File: src/rtl/tff_toggle_monitor_if.sv
// Signal bundle between a TFF under test and its toggle monitor.
// The master side drives the TFF output and the window commands,
// the slave side (the monitor) returns strobes and window results.
interface tff_toggle_monitor_if #(
  parameter int CNT_W = 8
);
  logic             q_in;
  logic             start;
  logic             stop;
  logic             rise;
  logic             fall;
  logic             busy;
  logic             done;
  logic             stuck;
  logic [CNT_W-1:0] toggle_cnt;
  logic [CNT_W-1:0] period;

  modport master (
    output q_in, start, stop,
    input  rise, fall, busy, done, stuck, toggle_cnt, period
  );

  modport slave (
    input  q_in, start, stop,
    output rise, fall, busy, done, stuck, toggle_cnt, period
  );
endinterface

File: src/rtl/tff_toggle_monitor.sv
// Toggle monitor for a TFF output: per-cycle rise/fall strobes plus a
// start/stop measurement window reporting edge count, edge-to-edge
// period and a stuck-output alarm.
//
// state     | meaning
// ----------+-----------------------------------------------------
// IDLE      | results held, waiting for start
// WAIT_EDGE | window open, no edge seen yet
// MEASURE   | window open, counting edges and measuring period
// DONE      | one-cycle done pulse, then back to IDLE
module tff_toggle_monitor #(
  parameter int CNT_W   = 8,
  parameter int TIMEOUT = 16
) (
  input logic                 clk,
  input logic                 rst,
  tff_toggle_monitor_if.slave mon
);

  typedef enum logic [1:0] {IDLE, WAIT_EDGE, MEASURE, DONE} state_t;

  localparam logic [CNT_W-1:0] GAP_LAST = CNT_W'(TIMEOUT - 1);
  localparam logic [CNT_W-1:0] CNT_MAX  = '1;

  state_t           state;
  state_t           state_nxt;
  logic             q_d;
  logic             rise_q;
  logic             fall_q;
  logic             edge_det;
  logic             stuck_q;
  logic             stuck_nxt;
  logic [CNT_W-1:0] cnt_q;
  logic [CNT_W-1:0] cnt_nxt;
  logic [CNT_W-1:0] period_q;
  logic [CNT_W-1:0] period_nxt;
  logic [CNT_W-1:0] gap_q;
  logic [CNT_W-1:0] gap_nxt;
  logic [CNT_W-1:0] gap_inc;

  assign edge_det = mon.q_in ^ q_d;
  assign gap_inc  = (gap_q == CNT_MAX) ? gap_q : gap_q + 1'b1;

  // Edge strobes, independent of the window FSM.
  always_ff @(posedge clk) begin
    if (!rst) begin
      q_d    <= 1'b0;
      rise_q <= 1'b0;
      fall_q <= 1'b0;
    end else begin
      q_d    <= mon.q_in;
      rise_q <= mon.q_in & ~q_d;
      fall_q <= ~mon.q_in & q_d;
    end
  end

  // Window state and result registers.
  always_ff @(posedge clk) begin
    if (!rst) begin
      state    <= IDLE;
      cnt_q    <= '0;
      period_q <= '0;
      gap_q    <= '0;
      stuck_q  <= 1'b0;
    end else begin
      state    <= state_nxt;
      cnt_q    <= cnt_nxt;
      period_q <= period_nxt;
      gap_q    <= gap_nxt;
      stuck_q  <= stuck_nxt;
    end
  end

  // Next-state and result update; an edge always beats a timeout.
  always_comb begin
    state_nxt  = state;
    cnt_nxt    = cnt_q;
    period_nxt = period_q;
    gap_nxt    = gap_q;
    stuck_nxt  = stuck_q;
    case (state)
      IDLE: begin
        if (mon.start) begin
          cnt_nxt    = '0;
          period_nxt = '0;
          gap_nxt    = '0;
          stuck_nxt  = 1'b0;
          state_nxt  = WAIT_EDGE;
        end
      end
      WAIT_EDGE: begin
        if (edge_det) begin
          cnt_nxt   = CNT_W'(1);
          gap_nxt   = '0;
          state_nxt = MEASURE;
        end else if (gap_q == GAP_LAST) begin
          stuck_nxt = 1'b1;
          state_nxt = DONE;
        end else if (mon.stop) begin
          state_nxt = DONE;
        end else begin
          gap_nxt = gap_inc;
        end
      end
      MEASURE: begin
        if (edge_det) begin
          period_nxt = gap_q + 1'b1;
          cnt_nxt    = (cnt_q == CNT_MAX) ? cnt_q : cnt_q + 1'b1;
          gap_nxt    = '0;
          if (mon.stop) state_nxt = DONE;
        end else if (gap_q == GAP_LAST) begin
          stuck_nxt = 1'b1;
          state_nxt = DONE;
        end else begin
          gap_nxt = gap_inc;
          if (mon.stop) state_nxt = DONE;
        end
      end
      DONE: state_nxt = IDLE;
      default: state_nxt = IDLE;
    endcase
  end

  assign mon.rise       = rise_q;
  assign mon.fall       = fall_q;
  assign mon.busy       = (state == WAIT_EDGE) || (state == MEASURE);
  assign mon.done       = (state == DONE);
  assign mon.stuck      = stuck_q;
  assign mon.toggle_cnt = cnt_q;
  assign mon.period     = period_q;

endmodule

File: src/flat_wrapper.sv
// flat-port wrapper written by rule: the top's interface ports become plain ports
module tff_toggle_monitor_flat 
#(
  parameter int CNT_W   = 8,
  parameter int TIMEOUT = 16
)
  (clk, rst, mon_q_in, mon_start, mon_stop, mon_rise, mon_fall, mon_busy, mon_done, mon_stuck, mon_toggle_cnt, mon_period);
  tff_toggle_monitor_if #(.CNT_W(CNT_W)) mon_i ();
  input logic clk;
  input logic rst;
  input wire logic [$bits(mon_i.q_in)-1:0] mon_q_in;
  input wire logic [$bits(mon_i.start)-1:0] mon_start;
  input wire logic [$bits(mon_i.stop)-1:0] mon_stop;
  output wire logic [$bits(mon_i.rise)-1:0] mon_rise;
  output wire logic [$bits(mon_i.fall)-1:0] mon_fall;
  output wire logic [$bits(mon_i.busy)-1:0] mon_busy;
  output wire logic [$bits(mon_i.done)-1:0] mon_done;
  output wire logic [$bits(mon_i.stuck)-1:0] mon_stuck;
  output wire logic [$bits(mon_i.toggle_cnt)-1:0] mon_toggle_cnt;
  output wire logic [$bits(mon_i.period)-1:0] mon_period;
  assign mon_i.q_in = mon_q_in;
  assign mon_i.start = mon_start;
  assign mon_i.stop = mon_stop;
  assign mon_rise = mon_i.rise;
  assign mon_fall = mon_i.fall;
  assign mon_busy = mon_i.busy;
  assign mon_done = mon_i.done;
  assign mon_stuck = mon_i.stuck;
  assign mon_toggle_cnt = mon_i.toggle_cnt;
  assign mon_period = mon_i.period;
  tff_toggle_monitor #(.CNT_W(CNT_W), .TIMEOUT(TIMEOUT)) u_core (.clk(clk), .rst(rst), .mon(mon_i));
endmodule
File: config.mk
export PLATFORM = sky130hd
export DESIGN_NAME = tff_toggle_monitor_flat
export DESIGN_NICKNAME = d
export VERILOG_FILES = /design/src/rtl/tff_toggle_monitor_if.sv /design/src/rtl/tff_toggle_monitor.sv /design/src/flat_wrapper.sv
export SDC_FILE = /design/constraint.sdc
export NUM_CORES = 1
export LEC_CHECK = 0
export ABC_AREA = 1
export ABC_CLOCK_PERIOD_IN_PS = 1800
export CORE_ASPECT_RATIO = 0.7
export CORE_MARGIN = 2
export CORE_UTILIZATION = 38
export DETAILED_ROUTE_END_ITERATION = 8
export GPL_ROUTABILITY_DRIVEN = 0
export SYNTH_ARGS = -nofsm -noshare
export SYNTH_HDL_FRONTEND = slang
export SYNTH_SLANG_ARGS = --single-unit
File: constraint.sdc
create_clock -name clk -period 1.8 [get_ports clk]
set_input_delay 0.36 -clock clk [delete_from_list [all_inputs] [get_ports clk]]
set_output_delay 0.36 -clock clk [all_outputs]
set_load 0.005 [all_outputs]
==> results.tsv <==
stage	metric	value	unit
outcome	outcome	finished clean	
floorplanning	core area	0.00435	sq mm
power_and_ir_drop	Max VDD drop	0.000529	V
hold_path	hold_sp	u_core.mon.period[2]	
hold_path	Hold EP	u_core.mon.period[2]	
synthesis	Synth Net Count	266	
placed_design	quantity of I/O buffers inserted on ports	25	
cts	CTS H-Tree Depth	2	
route	DR pass1 iterations	4	
timing	unrepaired setup endpoints after global routing	false	
critical_path	Crit. End Element	flop	
power_and_ir_drop	Pleak	1.08	nW
floorplanning	Rows	20	
floorplanning	die area	0.00511	sq mm
timing	PnR worst setup slack	0.111	ns
cts	TritonCTS clock tree	done	
route	DR vias	1796	
cts	Reg clk slew, reported paths	0.07	ns
synthesis	synthesized cell area	0.00173	sq mm
power_and_ir_drop	Reg power frac	31.0	%
timing	FMAX	592	MHz
placed_design	placed insts	359	
power_and_ir_drop	combinational fraction of design power	30.7	%
critical_path	Crit Path Max Fanout	7	
placed_design	worst slack, placed	-0.446	ns
synthesis	Yosys top cell by area	dfxtp_1	
cts	Clock Latency Late Sink	0.29	ns
route	DRC errors left	0	
floorplanning	Die Height	60.4	microns
route	routed len/inst	12.3	microns
timing	count of final setup violators	0	
timing	setup TNS	0	ns
hold_path	Hold Path Stages	2	
floorplanning	Die Wd	84.6	microns
hold_path	Hold Path Class	flop to flop	
power_and_ir_drop	switching share of total power	29.7	%
critical_path	reg2reg start	u_core.state[1]	
synthesis	synth warn	0	
placed_design	dpl hpwl	3430	microns
placed_design	dpl cell area	0.00227	sq mm
timing	Max-Slew Margin vs Limit	74.8	%
layout	Ant. Diodes	0	
layout	most common cell after layout, fill and taps aside	nand2_1	
cts	CTS sink cnt	30	
layout	Finished Layout Cells	372	
critical_path	critical path required time	1.99	ns
timing	Clock Skew	0.00246	ns
timing	final worst path period share	93.8	%
global_routing	grt total ovfl	0	
route	Avg Vias per Cell	4.83	
critical_path	reg-to-reg setup timing slack	0.12	ns
critical_path	Worst path slowest cell	clkdlybuf4s50_1	
critical_path	Setup CP Type	input port to flop	
cts	# hold bufs at CTS	0	
global_routing	vias in the first global route	1644	
power_and_ir_drop	total power	2.29	mW
layout	nets	331	
critical_path	CP Buf/Inv Count	4	
layout	Layout area overhead	44.7	%
critical_path	Register-to-Register Path Depth	12	
global_routing	GRT Util Overall	20.0	%
critical_path	delay-heaviest family, CP	simple AND/OR/NAND/NOR gates	
layout	layout cells sized above 1	23.3	%
synthesis	sequential cell area fraction in the yosys report	34.8	%
cts	TritonCTS Buffers	5	
synthesis	largest cells by area after synthesis	dfxtp_1, nand2_1, ha_1	
critical_path	R2R Path End	u_core.mon.toggle_cnt[5]	
job	max-cap violation count	0	
critical_path	Crit path top cell by count	nand2_1	
synthesis	synth unique cells	31	
timing	WHS	0.459	ns
timing	fin crit period	1.69	ns
layout	Finished Cell Area	0.00250	sq mm
timing	Slew Viols, Final	0	
synthesis	Synth Instances	251	
layout	leading cell types in the layout, fill and taps excluded	nand2_1, buf_4, nor2_1	
cts	CTS Root Cell	clkbuf_8	
power_and_ir_drop	Sw Pwr	0.679	mW
floorplanning	num ports	26	
critical_path	CP cell instances	clkdlybuf4s50_1, inv_1, nand2_1, nand2_1, nor3_2, nand2_4, inv_4, nand2_1, nand2_2, inv_2, nand2_1, nor2_1	
critical_path	crit-path max cell delay	0.49	ns
timing	Fin. Hold Viols	0	
route	Initial DRC Count	206	
synthesis	share of the synthesized area in the top cell type	34.8	%
route	antenna-violating nets left	0	
power_and_ir_drop	clock network fraction of total power	38.3	%
critical_path	element type at the critical path start	input port	
synthesis	syn_area_per_cell	6.88	sq um
global_routing	largest net degree at the start of global routing	16	
critical_path	CP Data Arrival Time	1.88	ns
synthesis	post-synthesis register bit count	30	
layout	Util after Layout	57.4	%
floorplanning	Initial Util	39.7	%
global_routing	initial antenna violation count	0	
cts	clk buf depth	2	
power_and_ir_drop	Internal Power	1.61	mW
power_and_ir_drop	PwrDens	916	mW/mm^2
route	final wirelength	4570	microns
timing	actual slew at the worst max-slew pin	0.374	ns
global_routing	first-pass GRT wire length	8020	microns
worst register-to-register path: cells and delay by family, from the launching register on:
| family | cells | cell delay [ns] |
|---|---|---|
| adders and majority gates | 1 | 0.21 |
| DFF | 1 | 0.34 |
| and+or+nand+nor | 8 | 0.76 |
| buffers and inverters | 3 | 0.27 |
layout make-up:
cell class	instances	area, sq um
clock inverters	2	60.1
flip-flops and latches	30	603
fillers	448	1850
clock buffers	6	82.6
multi-input cells	184	1020
well taps	55	68.8
repair buffers	62	541
inverters	33	126
state kept, by name, summed over array words and instances, names as in the netlist:
register and cells:
u_core.gap_q 8, u_core.q_d 1, u_core.mon.period 8, u_core.state 2, u_core.mon.toggle_cnt 8, u_core.mon.rise 1
u_core.mon.fall 1, u_core.mon.stuck 1
power groups by stage:
stage / clock network (mW) / registers, mW / logic [mW]
after floorplan: 0 / 0.730 / 0.321
after global placement: 0 / 0.723 / 0.634
after detailed placement: 0 / 0.722 / 0.632
after CTS: 0.891 / 0.710 / 0.696
after global routing: 0.915 / 0.713 / 0.777
final: 0.877 / 0.711 / 0.702
routing by layer:
layer  GRT usage [%]  vias up  share of wire (%)
met1            32.0      808                 56
met3            3.81        6                5.8
met2            27.2       37                 37
li1                -      945                  -
met5               0        -                  0
met4            4.76        0               0.59
Yosys cell counts, drive strengths merged:
library cell	n
clkinv	1
inv	32
o21ai	6
ha	10
a21oi	18
buf	3
dfxtp	30
nor4	1
a32oi	2
nor2	37
o21a	1
nand4	2
clkbuf	1
nand2	66
o211ai	2
xnor2	2
o22ai	1
nand3	25
a31oi	2
nor3	9
kinds of logic (layout without fill, tap and decap cells):
kind of cell	Yosys count	in the layout	share of synthesized area, %
AND/OR/NAND/NOR	140	140	37.9
AO/OA/AOI/OAI	32	32	10.4
buffers and inverters	37	103	8.76
XOR/XNOR	2	2	1.01
adder cells (fa/ha/maj)	10	10	7.24
flip-flops	30	30	34.8
what timing repair did:
| action | CTS | global route |
|---|---|---|
| setup buffers | 5 | 0 |
| setup endpoints to repair | 18 | 8 |
| resized for setup | 12 | 2 |
| pin swaps | 4 | 1 |
how the worst max path moves through the flow:
stage	end	startpoint	cells after the start	slack [ns]
final	u_core.mon.toggle_cnt[5]	mon_start	12	0.11
after detailed placement	u_core.mon.toggle_cnt[5]	mon_q_in	13	-0.45
after global placement	u_core.mon.toggle_cnt[7]	mon_q_in	13	-0.38
after floorplan	u_core.gap_q[6]	u_core.state[0]	8	0.09
after CTS	mon_done	u_core.state[0]	3	0.02
after global routing	u_core.gap_q[2]	u_core.gap_q[1]	9	0.001
Power figures use the tool's default switching activity.
